## config.mk

```make
export PLATFORM = sky130hd
export DESIGN_NAME = exc_sequencer
export DESIGN_NICKNAME = d
export VERILOG_FILES = /design/src/rtl/exc_sequencer.sv
export SDC_FILE = /design/constraint.sdc
export NUM_CORES = 1
export LEC_CHECK = 0
export CAP_MARGIN = 20
export CORE_MARGIN = 1
export CORE_UTILIZATION = 35
export CTS_CLUSTER_DIAMETER = 40
export DETAILED_ROUTE_END_ITERATION = 10
export DONT_BUFFER_PORTS = 1
export SYNTH_ARGS = -nofsm -noshare
export SYNTH_HDL_FRONTEND = slang
export SYNTH_SLANG_ARGS = --single-unit
export TNS_END_PERCENT = 30
```

## constraint.sdc

```tcl
create_clock -name clk -period 2.5 [get_ports clk]
set_clock_uncertainty 0.1 [all_clocks]
set_input_delay 0.5 -clock clk [delete_from_list [all_inputs] [get_ports clk]]
set_output_delay 0.5 -clock clk [all_outputs]
set_load 0.01 [all_outputs]
```

## src/rtl/exc_sequencer.sv

```systemverilog
// rtl/exc_sequencer.sv - exception/ERET flush-and-redirect sequencer
//
// Purpose: accepts an exception or an ERET in the exception stage. It squashes
//    the pipeline for FLUSH_CYCLES cycles and then issues a one-cycle PC
//    redirect, to the handler vector or to EPC.
//    It also synchronizes the external interrupt lines into the cause IP field.
//
// Ports:
//    clk            sole clock, rising edge
//    reset          synchronous, active-high reset
//    irq            asynchronous level interrupt requests (NUM_IRQ)
//    ext_cause_out  synchronized irq at bits [10 +: NUM_IRQ], zero elsewhere
//    exception_in   exception taken this cycle
//    eret_in        ERET decoded in the exception stage
//    pipe_stalled   exception stage stalled; blocks ERET acceptance
//    instr_pc       PC of instruction in the exception stage
//    epc_value      current EPC register contents
//    epc_out        PC to save into EPC (equal to instr_pc)
//    flush          squash all pipeline stages
//    busy           freeze fetch while a sequence is in progress
//    redirect_en    one-cycle PC load strobe
//    redirect_pc    PC load target (last latched target)
//    rfe_pulse      one-cycle status-stack pop request

module exc_sequencer #(
   parameter logic [31:0] EXC_VECTOR   = 32'h0000_0180,
   parameter int          FLUSH_CYCLES = 2,
   parameter int          NUM_IRQ      = 6
) (
   input  logic               clk,
   input  logic               reset,
   input  logic [NUM_IRQ-1:0] irq,
   output logic [31:0]        ext_cause_out,
   input  logic               exception_in,
   input  logic               eret_in,
   input  logic               pipe_stalled,
   input  logic [31:0]        instr_pc,
   input  logic [31:0]        epc_value,
   output logic [31:0]        epc_out,
   output logic               flush,
   output logic               busy,
   output logic               redirect_en,
   output logic [31:0]        redirect_pc,
   output logic               rfe_pulse
);

   localparam logic [3:0] FLUSH_INIT = 4'(FLUSH_CYCLES);

   typedef enum logic [1:0] {
      IDLE     = 2'd0,
      FLUSH    = 2'd1,
      REDIRECT = 2'd2
   } state_t;

   state_t             state;
   state_t             state_next;
   logic [3:0]         cnt;
   logic [31:0]        target;
   logic [NUM_IRQ-1:0] irq_meta;
   logic [NUM_IRQ-1:0] irq_sync;
   logic               load_exc;
   logic               load_eret;

   always_ff @(posedge clk) begin
      if (reset) begin
         state    <= IDLE;
         cnt      <= 4'd0;
         target   <= 32'd0;
         irq_meta <= '0;
         irq_sync <= '0;
      end else begin
         state    <= state_next;
         irq_meta <= irq;
         irq_sync <= irq_meta;
         if (load_exc) begin
            target <= EXC_VECTOR;
            cnt    <= FLUSH_INIT;
         end else if (load_eret) begin
            target <= epc_value;
            cnt    <= FLUSH_INIT;
         end else if (state == FLUSH) begin
            cnt <= cnt - 4'd1;
         end
      end
   end

   always_comb begin
      state_next  = state;
      load_exc    = 1'b0;
      load_eret   = 1'b0;
      flush       = 1'b0;
      busy        = 1'b0;
      redirect_en = 1'b0;
      rfe_pulse   = 1'b0;
      case (state)
         IDLE: begin
            // Exception wins over a simultaneous ERET; a stalled ERET waits.
            if (exception_in) begin
               load_exc   = 1'b1;
               state_next = FLUSH;
            end else if (eret_in && !pipe_stalled) begin
               load_eret  = 1'b1;
               rfe_pulse  = 1'b1;
               state_next = FLUSH;
            end
         end
         FLUSH: begin
            flush = 1'b1;
            busy  = 1'b1;
            // cnt holds the flush cycles remaining, including this one.
            if (cnt <= 4'd1) begin
               state_next = REDIRECT;
            end
         end
         REDIRECT: begin
            redirect_en = 1'b1;
            busy        = 1'b1;
            state_next  = IDLE;
         end
         default: begin
            state_next = IDLE;
         end
      endcase
      // Reset overrides everything in the same cycle, including requests.
      if (reset) begin
         flush       = 1'b0;
         busy        = 1'b0;
         redirect_en = 1'b0;
         rfe_pulse   = 1'b0;
      end
   end

   always_comb begin
      ext_cause_out = 32'd0;
      if (!reset) begin
         ext_cause_out[10 +: NUM_IRQ] = irq_sync;
      end
   end

   assign redirect_pc = reset ? 32'd0 : target;
   assign epc_out     = instr_pc;

endmodule
```

Word level (Yosys, flattened, before mapping):

Cells that the tools add are included.

* add/sub/neg operators: 1
* magnitude comparators: 1
* equal/unequal tests: 4
* muxes and demuxes: 23
* reductions and logical operators: 9

Operator list (number)
* 2-to-1 mux 32 bit: 1
* 2-to-1 mux 9 bit: 2
* 2-to-1 mux 1 bit: 12
* 2-to-1 mux 2 bit: 6
* 2-to-1 mux 6 bit: 1
* <= comparator 4 x 1 -> 1 bit, second input constant: 1
* case mux 2 bit (2 select lines): 1
* OR reduction 2 bit: 2
* subtractor 4 x 1 -> 4 bit, second input constant: 1
* != test 3 bit, second input constant: 1
* nonzero test 3 bit: 1
* OR reduction 3 bit: 1
* == test 2 x 1 -> 1 bit, second input constant: 1
* == test 2 bit, second input constant: 1
* zero test 2 bit: 1
* != test 2 x 1 -> 1 bit, second input constant: 1
* AND reduction 2 bit: 1
* nonzero test 2 bit: 1
* logical AND 1 bit: 1
* zero test 1 bit: 1

* register bits after elaboration: 50
* output and inout bits: 100

Logic depth before layout (Yosys ltp):

* depth after elaboration: 7
* gate-level depth with buffers: 6

Worst setup path after synthesis:

Ideal clock, no wire load.

* path type: input to output
* start: input eret_in
* end: output rfe_pulse
* arrival: 1131 ps
* required time: 1900 ps
* path slack: 769 ps
* stages on the path: 4
* path through: nor2b_4 > nand3b_2 > buf_2 > nor2_1

* cells in the longest elaborated chain, start to end: 5

Ends and longest elaborated chain
* start: declaration: RTL line 35 `input logic eret_in,`
* logical AND 1 bit: RTL line 101 `end else if (eret_in && !pipe_stalled) begin`
* 2-to-1 mux 1 bit: RTL line 101
* 2-to-1 mux 1 bit: RTL line 98 `if (exception_in) begin`
* 2-to-1 mux 1 bit: RTL line 95 `case (state)`
* 2-to-1 mux 1 bit: RTL line 125 `if (reset) begin`
* end: declaration: RTL line 44 `output logic rfe_pulse`

No other way between the ends.

Worst setup path in the final report:

* start: register state[1]
* end: output rfe_pulse

* cells in the longest elaborated chain, start to end: 3

Ends and longest elaborated chain
* start: declaration: RTL line 55 `state_t state;`
* start signal: assignment: RTL line 72 `state <= state_next;`
* zero test 2 bit: RTL line 95
* 2-to-1 mux 1 bit: RTL line 95
* 2-to-1 mux 1 bit: RTL line 125

No other way between the ends.

==> reports/metrics.cfg <==
[detailed_routing]
initialDrtViolationCount=39
drc=0
dr.pass1.iters=4
route.vias.total=1599
ant_nets=0
wl_per_cell_um=12.1
wirelength_um=4440
via_per_inst=4.37

[min_path]
hold_path_class=input port to flip-flop
hold_start=reset

[critical_path]
cp_slowest_cell=dfxtp_1
path_max_fanout=7
worst_r2r_startpoint=state[1]
worstPathRequired_ns=1.90
start_kind=flip-flop
arrival_ns=1.37
crit_type=flip-flop to output port
cpPeakStageDelay_ns=0.33
cp-startpoint=state[1]
path_cells=inv_1, ha_1, nand3b_2, nor2_1
critPathCaptureType=output port

[global_route]
grt_pass1_wl_um=6560
antenna_found_initial=1
grt_max_degree=59
grt_pass1_vias=1412
track_usage_pct=11.3
grt_overflow_total=0

[logic_synthesis]
synth_top_area_cell=dfxtp_1
netlist_instances=308
yosys.area.top_type_share_pct=39.4
syn_area_mm2=0.00254
synth-edff-count=0
synth_flop_cell=dfxtp_1
ys_types=25
synth_area_leaders=dfxtp_1 39%, buf_4 17%, nor2b_1 13%, nand2_1 9.6%, a21oi_1 5.7%
avgSynthCellArea_um2=8.25
ys_async_sr_fraction_pct=0
synth_common_cells=65 x nand2_1, 58 x buf_4, 53 x nor2b_1
ys_seq_elements=50
ys_seq_area_share_pct=39.4
yosysWarnings=0
yosysMostFrequentCell=nand2_1

[power]
ir_drop_uv=331
p_total_mw=1.80
power_density_mw_per_mm2=769
leakage_nw=0.859

[clock_tree]
clkSinkCount=50
worstSkewPairLatency_ns=0.29
cts.clk_slew.worst_paths_ns=0.08
cts_tree=done
cts_buffers=5
cts_root_buffer=clkbuf_8
cts_hold_buf=0
cts_max_path_buffers=2
cts_resized=0
h-tree-depth=2
cts_setup_buffers=0

[floorplan]
core_area_mm2=0.00691
pin_count=175
rows=30
initial_core_util_pct=36.8
chipWidth_um=87.2
die_h_um=87.2
die_area_mm2=0.00760

[place]
pre_cts_ws_ns=0.827
dp_hpwl_um=3090
io_buffer_count=0
routabilityCongestion=0.664
placed_cells=359
placed_area_mm2=0.00225

[timing]
rsz0062_at_grt=no
max_freq_mhz=507
fin_crit_ns=1.97
fin_crit_sh_pct=78.9
fin_ws_ns=0.527
report.final.slew_viol_count=0
fin_setup_tns_ns=0
setup_violations=0
finalHoldViolations=0

[final_layout]
finalNonFillerCells=366
final_net_count=350
drive_above_1_share_pct=7.06
final_area_mm2=0.00234
area_delta_synth_final_pct=-7.93
n_fill_cell=754

[job]
cap_violations=0

[run_status]
outcome=finished clean

path summary, 6_finish.rpt:
kind / end / slack (ns) / cells after the start
worst max register to register: target[14] / 0.89 / 5
worst max-delay path: rfe_pulse / 0.53 / 4
worst min register to register: irq_sync[1] / 0.34 / 1
worst min-delay path: irq_meta[0] / 0.16 / 1
area by class of cell:
type	count	area (µm²)	area share [%]
antenna	1	2.50	0.107
clock buffer	6	82.6	3.53
inverter	5	18.8	0.803
multi-input combinational	204	1080	46.3
sequential	50	1000	42.8
tap	96	120	5.14
timing repair buffer	4	30.0	1.28
state kept, by name, summed over array words and instances (netlist names):
signal / flops
state: 2
target: 32
irq_meta: 6
irq_sync: 6
cnt: 4
through the flow:
stage,hold WS (ns),utilization [%]
6_report,0.164,33.9
3_5_place_dp,0.325,32.6
2_1_floorplan,0.314,-
5_1_grt,0.139,33.9
4_1_cts,0.153,33.8
3_3_place_gp,0.317,32.6
worst max-delay path: cells and delay by family, from the launching register on:
kind / cells / cell delay [ns]
flip-flops: 1 / 0.33
AND/OR/NAND/NOR: 2 / 0.37
adder cells (fa/ha/maj): 1 / 0.29
buffers and inverters: 1 / 0.09
cells by family after synthesis:
group | count (synthesis) | synth area share [%]
other cells | 1 | 0.148
compound gates | 41 | 9.41
simple gates | 129 | 25.9
xor+xnor | 3 | 1.03
flops | 50 | 39.4
buf+inv | 79 | 21.6
fa+ha+maj | 5 | 2.46
layout by cell type, fill, tap and decap left out, types with 3 or more instances in the layout:
| cell type | synthesis | routed |
|---|---|---|
| nand2_1 | 65 | 65 |
| a21oi_1 | 29 | 29 |
| inv_1 | 5 | 5 |
| a21oi_2 | 3 | 3 |
| nor2_1 | 6 | 6 |
| o21ai_0 | 3 | 3 |
| buf_4 | 58 | 4 |
| nor2b_1 | 53 | 53 |
| conb_1 | 1 | 26 |
| ha_1 | 5 | 5 |
| dfxtp_1 | 50 | 50 |
| clkbuf_8 | 0 | 6 |
metal layers:
metal	track usage (%)	share of wire [%]	up-vias
met2	18.5	45	73
met1	13.1	46	715
li1	-	-	798
met5	0	0	-
met4	4.77	1.6	0
met3	4.36	7.5	13
report_power, final:
group	total (mW)	switching, mW	internal (mW)
Clock	0.461	0.247	0.214
Sequential	0.919	0.0458	0.873
Combinational	0.419	0.254	0.165
(Power assumes the default switching activity.)
